--- src/rtl/busio_arbiter_pkg.sv ---
// Shared definitions for the instruction-fetch / load-store bus arbiter.
// Holds the grant-state encoding and the default bus widths.
package busio_arbiter_pkg;

  localparam int DEFAULT_ADDR_WIDTH      = 32;
  localparam int DEFAULT_DATA_WIDTH      = 32;
  localparam int DEFAULT_MAX_DATA_STREAK = 4;

  typedef enum logic [1:0] {
    ST_IDLE  = 2'd0,
    ST_FETCH = 2'd1,
    ST_DATA  = 2'd2,
    ST_DRAIN = 2'd3
  } arb_state_e;

endpackage

--- src/rtl/busio_arbiter_if.sv ---
// Requester and memory-bus signal bundle around busio_arbiter.
// master = arbiter view, slave = requesters plus bus slave view.
interface busio_arbiter_if
  import busio_arbiter_pkg::*;
#(
  parameter int ADDR_WIDTH = DEFAULT_ADDR_WIDTH,
  parameter int DATA_WIDTH = DEFAULT_DATA_WIDTH
);
  localparam int STRB_WIDTH = DATA_WIDTH / 8;

  // instruction fetch side
  logic                  fetch_request;
  logic [ADDR_WIDTH-1:0] fetch_address;
  logic                  fetch_abort;
  logic                  fetch_ready;
  logic [DATA_WIDTH-1:0] fetch_data;

  // load/store side
  logic                  mem_request;
  logic                  mem_write;
  logic [ADDR_WIDTH-1:0] mem_address;
  logic [DATA_WIDTH-1:0] mem_wdata;
  logic [STRB_WIDTH-1:0] mem_strobe;
  logic                  mem_ready;
  logic [DATA_WIDTH-1:0] mem_rdata;

  // external memory bus
  logic                  bus_valid;
  logic                  bus_write;
  logic [ADDR_WIDTH-1:0] bus_address;
  logic [DATA_WIDTH-1:0] bus_wdata;
  logic [STRB_WIDTH-1:0] bus_strobe;
  logic                  bus_ready;
  logic [DATA_WIDTH-1:0] bus_rdata;

  modport master (
    input  fetch_request, fetch_address, fetch_abort,
    output fetch_ready, fetch_data,
    input  mem_request, mem_write, mem_address, mem_wdata, mem_strobe,
    output mem_ready, mem_rdata,
    output bus_valid, bus_write, bus_address, bus_wdata, bus_strobe,
    input  bus_ready, bus_rdata
  );

  modport slave (
    output fetch_request, fetch_address, fetch_abort,
    input  fetch_ready, fetch_data,
    output mem_request, mem_write, mem_address, mem_wdata, mem_strobe,
    input  mem_ready, mem_rdata,
    input  bus_valid, bus_write, bus_address, bus_wdata, bus_strobe,
    output bus_ready, bus_rdata
  );

endinterface

--- src/rtl/busio_arbiter.sv ---
// Shares one external memory bus between instruction fetch and load/store.
// Data side has priority, bounded by a fetch anti-starvation streak counter.
module busio_arbiter
  import busio_arbiter_pkg::*;
#(
  parameter int ADDR_WIDTH      = DEFAULT_ADDR_WIDTH,
  parameter int DATA_WIDTH      = DEFAULT_DATA_WIDTH,
  parameter int MAX_DATA_STREAK = DEFAULT_MAX_DATA_STREAK
) (
  input  logic            clk,
  input  logic            reset,
  busio_arbiter_if.master io
);

  localparam int STRB_WIDTH   = DATA_WIDTH / 8;
  localparam int STREAK_WIDTH = $clog2(MAX_DATA_STREAK + 1);
  localparam logic [STREAK_WIDTH-1:0] STREAK_MAX = STREAK_WIDTH'(MAX_DATA_STREAK);

  arb_state_e            state_q, state_d;
  logic [STREAK_WIDTH-1:0] streak_q, streak_d;
  logic                  write_q, write_d;
  logic [ADDR_WIDTH-1:0] addr_q, addr_d;
  logic [DATA_WIDTH-1:0] wdata_q, wdata_d;
  logic [STRB_WIDTH-1:0] strobe_q, strobe_d;
  logic                  fetch_ready_q, fetch_ready_d;
  logic                  mem_ready_q, mem_ready_d;
  logic [DATA_WIDTH-1:0] fetch_data_q, fetch_data_d;
  logic [DATA_WIDTH-1:0] mem_rdata_q, mem_rdata_d;
  logic                  fetch_starved;

  always_comb begin
    // NOTE: every signal gets its hold/idle value first so no path through
    // the case statement leaves one unassigned, which would infer a latch.
    state_d       = state_q;
    streak_d      = streak_q;
    write_d       = write_q;
    addr_d        = addr_q;
    wdata_d       = wdata_q;
    strobe_d      = strobe_q;
    fetch_ready_d = 1'b0;
    mem_ready_d   = 1'b0;
    fetch_data_d  = fetch_data_q;
    mem_rdata_d   = mem_rdata_q;

    fetch_starved = io.fetch_request && (streak_q == STREAK_MAX);

    case (state_q)
      ST_IDLE: begin
        if (!io.fetch_request) streak_d = '0;
        if (io.mem_request && !fetch_starved) begin
          state_d  = ST_DATA;
          write_d  = io.mem_write;
          addr_d   = io.mem_address;
          wdata_d  = io.mem_wdata;
          strobe_d = io.mem_strobe;
          // only grants taken while a fetch is waiting count toward starvation
          if (io.fetch_request && (streak_q != STREAK_MAX)) streak_d = streak_q + 1'b1;
        end else if (io.fetch_request && !io.fetch_abort) begin
          state_d  = ST_FETCH;
          write_d  = 1'b0;
          addr_d   = io.fetch_address;
          wdata_d  = '0;
          strobe_d = '1;
          streak_d = '0;
        end
      end

      ST_FETCH: begin
        if (io.bus_ready) begin
          state_d = ST_IDLE;
          if (!io.fetch_abort) begin
            fetch_ready_d = 1'b1;
            fetch_data_d  = io.bus_rdata;
          end
        end else if (io.fetch_abort) begin
          // the slave already saw the beat; finish it silently
          state_d = ST_DRAIN;
        end
      end

      ST_DATA: begin
        if (io.bus_ready) begin
          state_d     = ST_IDLE;
          mem_ready_d = 1'b1;
          mem_rdata_d = io.bus_rdata;
        end
      end

      ST_DRAIN: begin
        if (io.bus_ready) state_d = ST_IDLE;
      end

      default: state_d = ST_IDLE;
    endcase
  end

  // NOTE: sequential state uses non-blocking assignments so every flop
  // samples the pre-edge values regardless of process ordering.
  always_ff @(posedge clk or negedge reset) begin
    if (!reset) begin
      state_q       <= ST_IDLE;
      streak_q      <= '0;
      write_q       <= 1'b0;
      addr_q        <= '0;
      wdata_q       <= '0;
      strobe_q      <= '0;
      fetch_ready_q <= 1'b0;
      mem_ready_q   <= 1'b0;
      fetch_data_q  <= '0;
      mem_rdata_q   <= '0;
    end else begin
      state_q       <= state_d;
      streak_q      <= streak_d;
      write_q       <= write_d;
      addr_q        <= addr_d;
      wdata_q       <= wdata_d;
      strobe_q      <= strobe_d;
      fetch_ready_q <= fetch_ready_d;
      mem_ready_q   <= mem_ready_d;
      fetch_data_q  <= fetch_data_d;
      mem_rdata_q   <= mem_rdata_d;
    end
  end

  // bus_valid decodes straight from the state flop, so async reset drops it at once
  assign io.bus_valid   = (state_q != ST_IDLE);
  assign io.bus_write   = write_q;
  assign io.bus_address = addr_q;
  assign io.bus_wdata   = wdata_q;
  assign io.bus_strobe  = strobe_q;
  assign io.fetch_ready = fetch_ready_q;
  assign io.fetch_data  = fetch_data_q;
  assign io.mem_ready   = mem_ready_q;
  assign io.mem_rdata   = mem_rdata_q;

endmodule
--- src/flat_wrapper.sv ---
// flat-port wrapper written by rule: the top's interface ports become plain ports
module busio_arbiter_flat import busio_arbiter_pkg::*;
#(
  parameter int ADDR_WIDTH      = DEFAULT_ADDR_WIDTH,
  parameter int DATA_WIDTH      = DEFAULT_DATA_WIDTH,
  parameter int MAX_DATA_STREAK = DEFAULT_MAX_DATA_STREAK
)
  (clk, reset, io_fetch_request, io_fetch_address, io_fetch_abort, io_fetch_ready, io_fetch_data, io_mem_request, io_mem_write, io_mem_address, io_mem_wdata, io_mem_strobe, io_mem_ready, io_mem_rdata, io_bus_valid, io_bus_write, io_bus_address, io_bus_wdata, io_bus_strobe, io_bus_ready, io_bus_rdata);
  busio_arbiter_if #(.ADDR_WIDTH(ADDR_WIDTH), .DATA_WIDTH(DATA_WIDTH)) io_i ();
  input  logic clk;
  input  logic reset;
  input wire logic [$bits(io_i.fetch_request)-1:0] io_fetch_request;
  input wire logic [$bits(io_i.fetch_address)-1:0] io_fetch_address;
  input wire logic [$bits(io_i.fetch_abort)-1:0] io_fetch_abort;
  output wire logic [$bits(io_i.fetch_ready)-1:0] io_fetch_ready;
  output wire logic [$bits(io_i.fetch_data)-1:0] io_fetch_data;
  input wire logic [$bits(io_i.mem_request)-1:0] io_mem_request;
  input wire logic [$bits(io_i.mem_write)-1:0] io_mem_write;
  input wire logic [$bits(io_i.mem_address)-1:0] io_mem_address;
  input wire logic [$bits(io_i.mem_wdata)-1:0] io_mem_wdata;
  input wire logic [$bits(io_i.mem_strobe)-1:0] io_mem_strobe;
  output wire logic [$bits(io_i.mem_ready)-1:0] io_mem_ready;
  output wire logic [$bits(io_i.mem_rdata)-1:0] io_mem_rdata;
  output wire logic [$bits(io_i.bus_valid)-1:0] io_bus_valid;
  output wire logic [$bits(io_i.bus_write)-1:0] io_bus_write;
  output wire logic [$bits(io_i.bus_address)-1:0] io_bus_address;
  output wire logic [$bits(io_i.bus_wdata)-1:0] io_bus_wdata;
  output wire logic [$bits(io_i.bus_strobe)-1:0] io_bus_strobe;
  input wire logic [$bits(io_i.bus_ready)-1:0] io_bus_ready;
  input wire logic [$bits(io_i.bus_rdata)-1:0] io_bus_rdata;
  assign io_i.fetch_request = io_fetch_request;
  assign io_i.fetch_address = io_fetch_address;
  assign io_i.fetch_abort = io_fetch_abort;
  assign io_fetch_ready = io_i.fetch_ready;
  assign io_fetch_data = io_i.fetch_data;
  assign io_i.mem_request = io_mem_request;
  assign io_i.mem_write = io_mem_write;
  assign io_i.mem_address = io_mem_address;
  assign io_i.mem_wdata = io_mem_wdata;
  assign io_i.mem_strobe = io_mem_strobe;
  assign io_mem_ready = io_i.mem_ready;
  assign io_mem_rdata = io_i.mem_rdata;
  assign io_bus_valid = io_i.bus_valid;
  assign io_bus_write = io_i.bus_write;
  assign io_bus_address = io_i.bus_address;
  assign io_bus_wdata = io_i.bus_wdata;
  assign io_bus_strobe = io_i.bus_strobe;
  assign io_i.bus_ready = io_bus_ready;
  assign io_i.bus_rdata = io_bus_rdata;
  busio_arbiter #(.ADDR_WIDTH(ADDR_WIDTH), .DATA_WIDTH(DATA_WIDTH), .MAX_DATA_STREAK(MAX_DATA_STREAK)) u_core (.clk(clk), .reset(reset), .io(io_i));
endmodule
--- config.mk ---
export PLATFORM = sky130hd
export DESIGN_NAME = busio_arbiter_flat
export DESIGN_NICKNAME = d
export VERILOG_FILES = /design/src/rtl/busio_arbiter_pkg.sv /design/src/rtl/busio_arbiter_if.sv /design/src/rtl/busio_arbiter.sv /design/src/flat_wrapper.sv
export SDC_FILE = /design/constraint.sdc
export NUM_CORES = 1
export LEC_CHECK = 0
export ABC_CLOCK_PERIOD_IN_PS = 3750
export CORE_MARGIN = 10
export CORE_UTILIZATION = 45
export CTS_BUF_LIST = sky130_fd_sc_hd__clkbuf_4 sky130_fd_sc_hd__clkbuf_8
export CTS_CLUSTER_DIAMETER = 40
export DETAILED_ROUTE_END_ITERATION = 10
export HOLD_SLACK_MARGIN = 0.15
export MAX_ROUTING_LAYER = met4
export PLACE_DENSITY = 0.85
export SETUP_SLACK_MARGIN = 0.1
export SKIP_CTS_REPAIR_TIMING = 1
export SLEW_MARGIN = 25
export SYNTH_ARGS = -nofsm -noshare
export SYNTH_HDL_FRONTEND = slang
export SYNTH_SLANG_ARGS = --single-unit
--- constraint.sdc ---
create_clock -name clk -period 3.75 [get_ports clk]
set_input_delay 0.375 -clock clk [delete_from_list [all_inputs] [get_ports clk]]
set_output_delay 0.375 -clock clk [all_outputs]
set_load 0.005 [all_outputs]
; Word-level counts from Yosys, hierarchy flattened
; Index checks and enable logic that the tools add are counted.
[word_totals]
ff_bits = 140
in_bits = 139
out_inout_bits = 136
elab_cells = 57
[classes]
n_addsub = 1
n_eq_ne = 8
mux = 23
n_bitwise = 1
reduce_logical = 14
[op_table]
columns = cell, n
row1 = $mux 32, 4
row2 = $mux 3, 4
row3 = $mux 2, 5
row4 = $mux 4, 2
row5 = $mux 1, 7
row6 = $ne 3x3->1 const B, 2
row7 = $pmux 2 s3, 1
row8 = $reduce_and 3->1, 2
row9 = $eq 2x2->1 const B, 2
row10 = $logic_and 1x1->1, 4
row11 = $reduce_and 2->1, 2
row12 = $reduce_bool 2->1, 2
row13 = $add 3x1->3 const B, 1
row14 = $eq 3x3->1 const B, 1
row15 = $ne 3x1->1 const B, 1
row16 = $eq 2x1->1 const B, 1
row17 = $logic_not 1->1, 2
row18 = $logic_not 2->1, 1
row19 = $ne 2x1->1 const B, 1
row20 = $reduce_or 2->1, 1
row21 = $not 1->1, 1

; Logic depth before layout (Yosys ltp)
; Gate-level depths: netlist of run 1.
[depth]
depth_word = 6
ltp_mapped = 8
ltp_nobuf = 5

; Worst setup path after synthesis of run 1
; OpenSTA, ideal clock, no wires.
[synth_timing]
kind = reg-to-reg
from = reg u_core.streak_q[0]
to = reg u_core.wdata_q[25] (netlist: u_core.io.bus_wdata[25])
setup_time_ns = 0.121
arrival_time_ns = 1.779
path_slack_ns = 1.850
path_stages_with_launch = 9
n_path_buf = 3
synth_period_minus_slack_ns = 1.900
path_cell_list = dfrtp_1 > inv_1 > ha_1 > and3_1 > a221o_1 > buf_2 > buf_6 > buf_6 > a22o_1
[synth_between]
elab_chain_len = 6
[synth_lines]
columns = element, line_no
row1 = from (decl), busio_arbiter.sv:20  ; logic [STREAK_WIDTH-1:0] streak_q, streak_d;
row2 = from (signal assigned), busio_arbiter.sv:113  ; streak_q <= streak_d;
row3 = $eq 3x3->1 *, busio_arbiter.sv:45  ; fetch_starved = io.fetch_request && (streak_q == STREAK_MAX);
row4 = $logic_and 1x1->1 *, busio_arbiter.sv:45
row5 = $logic_not 1->1 *, busio_arbiter.sv:50  ; if (io.mem_request && !fetch_starved) begin
row6 = $logic_and 1x1->1 *, busio_arbiter.sv:50
row7 = $reduce_bool 2->1 (no line), n/a
row8 = $reduce_and 2->1 (no line), n/a
row9 = to (signal assigned), busio_arbiter.sv:116  ; wdata_q <= wdata_d;
row10 = to (decl), busio_arbiter.sv:23  ; logic [DATA_WIDTH-1:0] wdata_q, wdata_d;
; Mark *: on every way between the ends. The rest lies on a longest branch, timed or not.
; A chain may end at the register's enable or synchronous reset.

; Worst setup path in the final report of run 1
[layout_timing]
from = reg u_core.state_q[1]
to = out io_bus_valid
[layout_between]
elab_chain_len = 1
[layout_lines]
columns = element, line_no
row1 = from (decl), busio_arbiter.sv:19  ; arb_state_e state_q, state_d;
row2 = from (signal assigned), busio_arbiter.sv:112  ; state_q <= state_d;
row3 = $reduce_bool 2->1, busio_arbiter.sv:126  ; assign io.bus_valid = (state_q != ST_IDLE);
row4 = to (decl), flat_wrapper.sv:24  ; output wire logic [$bits(io_i.bus_valid)-1:0] io_bus_valid;
; No other way between the ends.

==> results.yml, run 1 <==
synthesis:
  async_flop_share_pct: 100
  synth_edf_count: 0
  syn_area_sq_um: 6110
  synth_ff_type: "dfrtp_1"
  syn_area_per_cell_sq_um: 13.7
  yosysWarningCount: 0
  synth_cell_types: 35
  synth_cells: 447
  synth_nets: 588
  ys_seq_area_share_pct: 57.4
  synth_seq_cells: 140
worst_setup_path:
  r2r_setup_slack_ps: 1380
  r2r_cells: 5
  cp-start-kind: "flip-flop"
  rr_endpoint: "u_core.io.bus_address[6]"
  critPathKind: "reg2out"
  path_max_fanout: 36
  cp_data_arrival_time_ps: 2260
  rr_startpoint: "u_core.streak_q[0]"
  end_kind: "output pin"
  required_ps: 3380
timing:
  rsz0062_at_grt: "false"
  finalClockSkew_ps: 9.08
  fmax_mhz: 379
  slew_headroom_pct: 36.6
  setup_viol: 0
  setup_tns_ps: 0
  drv_slew: 0
  fin_crit_sh_pct: 70.3
  finalCriticalPeriod_ps: 2640
  hold_viol_final: 0
  worst_slew_pin_slew_ps: 951
  hold_ws_ps: 471
placed_design:
  place_inst: 870
  portBuffers: 274
  routabilityCongestion: 0.810
  dp_hpwl_um: 14300
global_routing:
  gr-total-overflow: 0
  grt_pass1_wl_um: 28800
  antenna_found_initial: 0
  grt_pass1_vias: 5208
  grt_max_degree: 123
  track_usage_pct: 20.5
route:
  dr.pass1.iters: 4
  drc: 0
  drt-total-wl_um: 19200
  vias_per_cell: 5.28
  drt-initial-drc-count: 237
  wl_per_cell_um: 21.2
  ant_nets: 0
  dr_total_vias: 4770
finish:
  post-route-util_pct: 71.0
  final_common_cell: "clkdlybuf4s50_1"
  drive_gt1_share_pct: 23.8
  fin_cells: 904
  layout_common_cells: "clkdlybuf4s50_1 (272), dfrtp_1 (140), mux2_2 (64)"
  final_nets: 856
  areaGrowthSynthToFinish_pct: 54.1
  antenna_cells: 0
die:
  core_sq_um: 13200
  dieArea_sq_um: 18600
  initial_utilization_pct: 46.1
  die_h_um: 136
  fp-row-count: 42
  die_w_um: 136
  top_level_ports: 275
worst_hold_path:
  hp-class: "in2reg"
  whs_endpoint: "u_core.streak_q[2]"
  hold_depth: 4
  hold_path_startpoint: "io_mem_request"
outcome:
  status: "completed"
clocking:
  clk_pin_slew_ps: 70
  htreeDepth: 4
  cts_buffer_depth: 2
  clock_latency_ps: 440
  cts_num_sinks: 140
  cts_tree: "yes"
  root_buffer: "clkbuf_8"
  cts-buffers-inserted: 17
power_and_ir_drop:
  irDropWorstVdd_mv: 0.397
  powerDensity_nw_per_um2: 717
  p_leak_nw: 3.96
  p_total_mw: 6.75
run:
  drv_cap: 0
## critical path, cell delays in order (launching register included)
cell and delay, ps:
dfrtp_1 490, or2_1 310, buf_4 410, clkdlybuf4s50_1 600
## worst max path at each step
| stage | end | slack, ps | depth (start not counted) | startpoint |
|---|---|---|---|---|
| 2_1_floorplan | u_core.io.bus_wdata[25] | 1850 | 8 | u_core.streak_q[0] |
| 3_3_place_gp | u_core.io.bus_address[1] | 960 | 4 | io_fetch_abort |
| 3_5_place_dp | u_core.io.bus_address[6] | 930 | 4 | io_fetch_abort |
| 4_1_cts | io_bus_valid | 1080 | 3 | u_core.state_q[1] |
| 5_1_grt | io_bus_valid | 1000 | 3 | u_core.state_q[1] |
| 6_report | io_bus_valid | 1110 | 3 | u_core.state_q[1] |
## registers in the layout (all words and copies together) (netlist names)
register               cells
u_core.io.mem_rdata       32
u_core.io.bus_write        1
u_core.io.fetch_data      32
u_core.io.mem_ready        1
u_core.io.fetch_ready      1
u_core.io.bus_address     32
u_core.io.bus_wdata       32
u_core.state_q             2
u_core.streak_q            3
u_core.io.bus_strobe       4
## routing by layer
layer | track usage, % | vias to the layer above | share of wire, %
li1 | - | 2175 | -
met3 | 4.35 | 36 | 5.5
met2 | 35.7 | 191 | 53
met1 | 22.0 | 2368 | 39
met5 | - | - | 0
met4 | 8.93 | 0 | 3.1
## synthesized netlist by cell type, types with 3 or more instances
master | instances | area (sq um)
buf_2 | 12 | 60.1
mux2_2 | 64 | 721
a2bb2oi_1 | 4 | 35.0
a22o_1 | 35 | 307
a221oi_2 | 29 | 435
dfrtp_1 | 140 | 3500
a211oi_2 | 29 | 363
nand2_1 | 5 | 18.8
a211oi_1 | 3 | 22.5
nand3_1 | 3 | 15.0
inv_1 | 40 | 150
buf_6 | 7 | 78.8
clkbuf_1 | 15 | 56.3
a221oi_1 | 3 | 26.3
nor2_1 | 33 | 124
## through the flow
step	cell area, sq um	worst slack (ps)
floorplan	6110	1850
global placement	8960	961
detailed placement	8970	930
CTS	9360	1080
global route	9410	999
finish	9410	1110
## power breakdown
group	switching, mW	internal (mW)	total (mW)
Sequential	0.394	2.19	2.59
Clock	0.590	0.608	1.20
Combinational	1.07	1.89	2.96
Total	2.05	4.69	6.75
## cells by family (layout without fill, tap and decap cells)
group           after synthesis  after routing  share of synthesized area [%]
flops                       140            140                           57.4
compound gates              109            109                           20.2
buf+inv                      77            358                           5.84
mux                          66             66                           12.1
simple gates                 53             53                           4.08
fa+ha+maj                     2              2                          0.410
## cell type report
class,count,area (sq um)
Clock buffer,18,248
Multi-Input combinational cell,230,2290
Clock inverter,14,141
Inverter,41,154
Sequential cell,140,3500
Timing Repair Buffer,285,2850
Fill cell,950,3840
Tap cell,176,220
Power figures use the tool's default switching activity.
==> run 2: changes to the inputs <==
- ABC_CLOCK_PERIOD_IN_PS: 3750 -> 2500
- CORE_UTILIZATION: 45 -> 43
- PLACE_DENSITY: 0.85 -> 0.81
- clock period: 3.75 -> 2.5 ns (I/O delays scaled with it)
==> run 2 against run 1 <==
  * Sequential power rose by 51%
  * Total power rose by 54%
  * Via count rose by 0.80%
  * Sequential cell count did not move
  * Count of clock-buffer cells in the layout rose by 6
  * Sequential share of layout area fell by 0.59 points
  * First-iteration DRC count fell by 11%
==> results.yml, run 2 (synthesized netlist as in run 1, its figures left out) <==
outcome:
  status: "completed"
power_and_ir_drop:
  powerDensity_nw_per_um2: 1090
  p_leak_nw: 4.03
  irDropWorstVdd_mv: 0.569
die:
  die_w_um: 139
  top_level_ports: 275
  fp-row-count: 43
  core_sq_um: 13900
  dieArea_sq_um: 19400
  die_h_um: 139
  initial_utilization_pct: 44.0
placed_design:
  place_inst: 881
  place_worst_setup_slack_ps: 215
  routabilityCongestion: 0.818
  dp_hpwl_um: 14900
  portBuffers: 274
route:
  drt-initial-drc-count: 211
  drc: 0
  vias_per_cell: 5.25
  dr_total_vias: 4808
  ant_nets: 0
  wl_per_cell_um: 21.4
  drt-total-wl_um: 19600
  dr.pass1.iters: 4
finish:
  nFillCells: 977
  layout_common_cells: "clkdlybuf4s50_1 (272), dfrtp_1 (140), mux2_2 (64)"
  drive_gt1_share_pct: 24.5
  areaGrowthSynthToFinish_pct: 56.5
  multi_input_area_sq_um: 2280
  final_nets: 862
  fin_cells: 915
  final_common_cell: "clkdlybuf4s50_1"
  seqCellArea_sq_um: 3500
clocking:
  clock_latency_ps: 440
  cts_tree: "yes"
  cts_buffer_depth: 2
  cts_num_sinks: 140
  htreeDepth: 4
  clk_pin_slew_ps: 80
  root_buffer: "clkbuf_8"
  cts-buffers-inserted: 17
timing:
  fmax_mhz: 441
  setup_viol: 0
  worst_slew_pin_slew_ps: 629
  fin_crit_sh_pct: 90.6
  setup_ws_ps: 234
  rsz0062_at_grt: "false"
  slew_headroom_pct: 57.9
  finalCriticalPeriod_ps: 2270
  hold_viol_final: 0
  drv_slew: 0
  finalClockSkew_ps: 10.8
global_routing:
  grt_pass1_vias: 5375
  grt_max_degree: 56
  track_usage_pct: 20.5
  antenna_found_initial: 1
  grt_pass1_wl_um: 30900
  gr-total-overflow: 0
worst_setup_path:
  end_kind: "output pin"
  cp_data_arrival_time_ps: 2020
  r2r_cells: 6
  rr_startpoint: "u_core.streak_q[0]"
  cp-start-kind: "flip-flop"
  r2r_setup_slack_ps: 330
  critPathKind: "reg2out"
  path_max_fanout: 20
  crit_start: "u_core.state_q[1]"
  rr_endpoint: "u_core.io.bus_address[31]"
  required_ps: 2250
worst_hold_path:
  hp-class: "in2async"
run:
  drv_cap: 0
==> run 2: cell types whose count changed in the layout (fill, tap and decap cells not counted), sizes merged <==
cell / change
buf: +7
clkbuf: +5
clkinv: -5
inv: -2
bufinv: +1
diode: +1
==> run 2: power by group <==
part           leakage (nW)  internal (mW)  switching (mW)
Sequential             1.68           3.29           0.606
Clock                 0.217           1.16           0.860
Combinational          2.13           2.88            1.61
==> run 2: routing by layer <==
| metal | share of wire, % | vias to the layer above | track usage, % |
|---|---|---|---|
| li1 | - | 2179 | - |
| met1 | 40 | 2402 | 23.0 |
| met2 | 52 | 199 | 34.8 |
| met3 | 6.2 | 28 | 5.79 |
| met4 | 1.7 | 0 | 6.37 |
| met5 | 0 | - | - |
==> run 2: worst max-delay path, cell delays in order (launching register included) <==
cell             delay (ps)
dfrtp_1                 490
or2_4                   250
buf_4                   270
clkdlybuf4s50_1         560
==> run 2: how the worst max path moves through the flow <==
stage                                      to  cells after the start
global placement      u_core.io.bus_wdata[25]                      4
global route                     io_bus_valid                      3
CTS                              io_bus_valid                      3
finish                           io_bus_valid                      3
detailed placement  u_core.io.bus_address[31]                      5
floorplan             u_core.io.bus_wdata[25]                      8
==> run 2: area by class of cell <==
class	instances	area share, %
Multi-Input combinational cell	230	23.9
Antenna cell	1	0.0262
Timing Repair Buffer	291	30.7
Clock inverter	8	1.35
Tap cell	180	2.36
Clock buffer	24	3.39
Sequential cell	140	36.7
Inverter	41	1.61
==> run 2: metrics by stage <==
step / hold slack [ps] / util [%] / power [mW] / setup TNS (ps) / instance area (sq um)
after floorplan: -45.6 / - / 5.53 / 0 / 6110
after global placement: 204 / 65.4 / 8.29 / 0 / 9080
after detailed placement: 213 / 65.5 / 8.49 / 0 / 9090
after CTS: -275 / 68.7 / 10.5 / -10.4 / 9540
after global routing: 301 / 68.9 / 11.0 / 0 / 9560
final: 302 / 68.9 / 10.4 / 0 / 9560
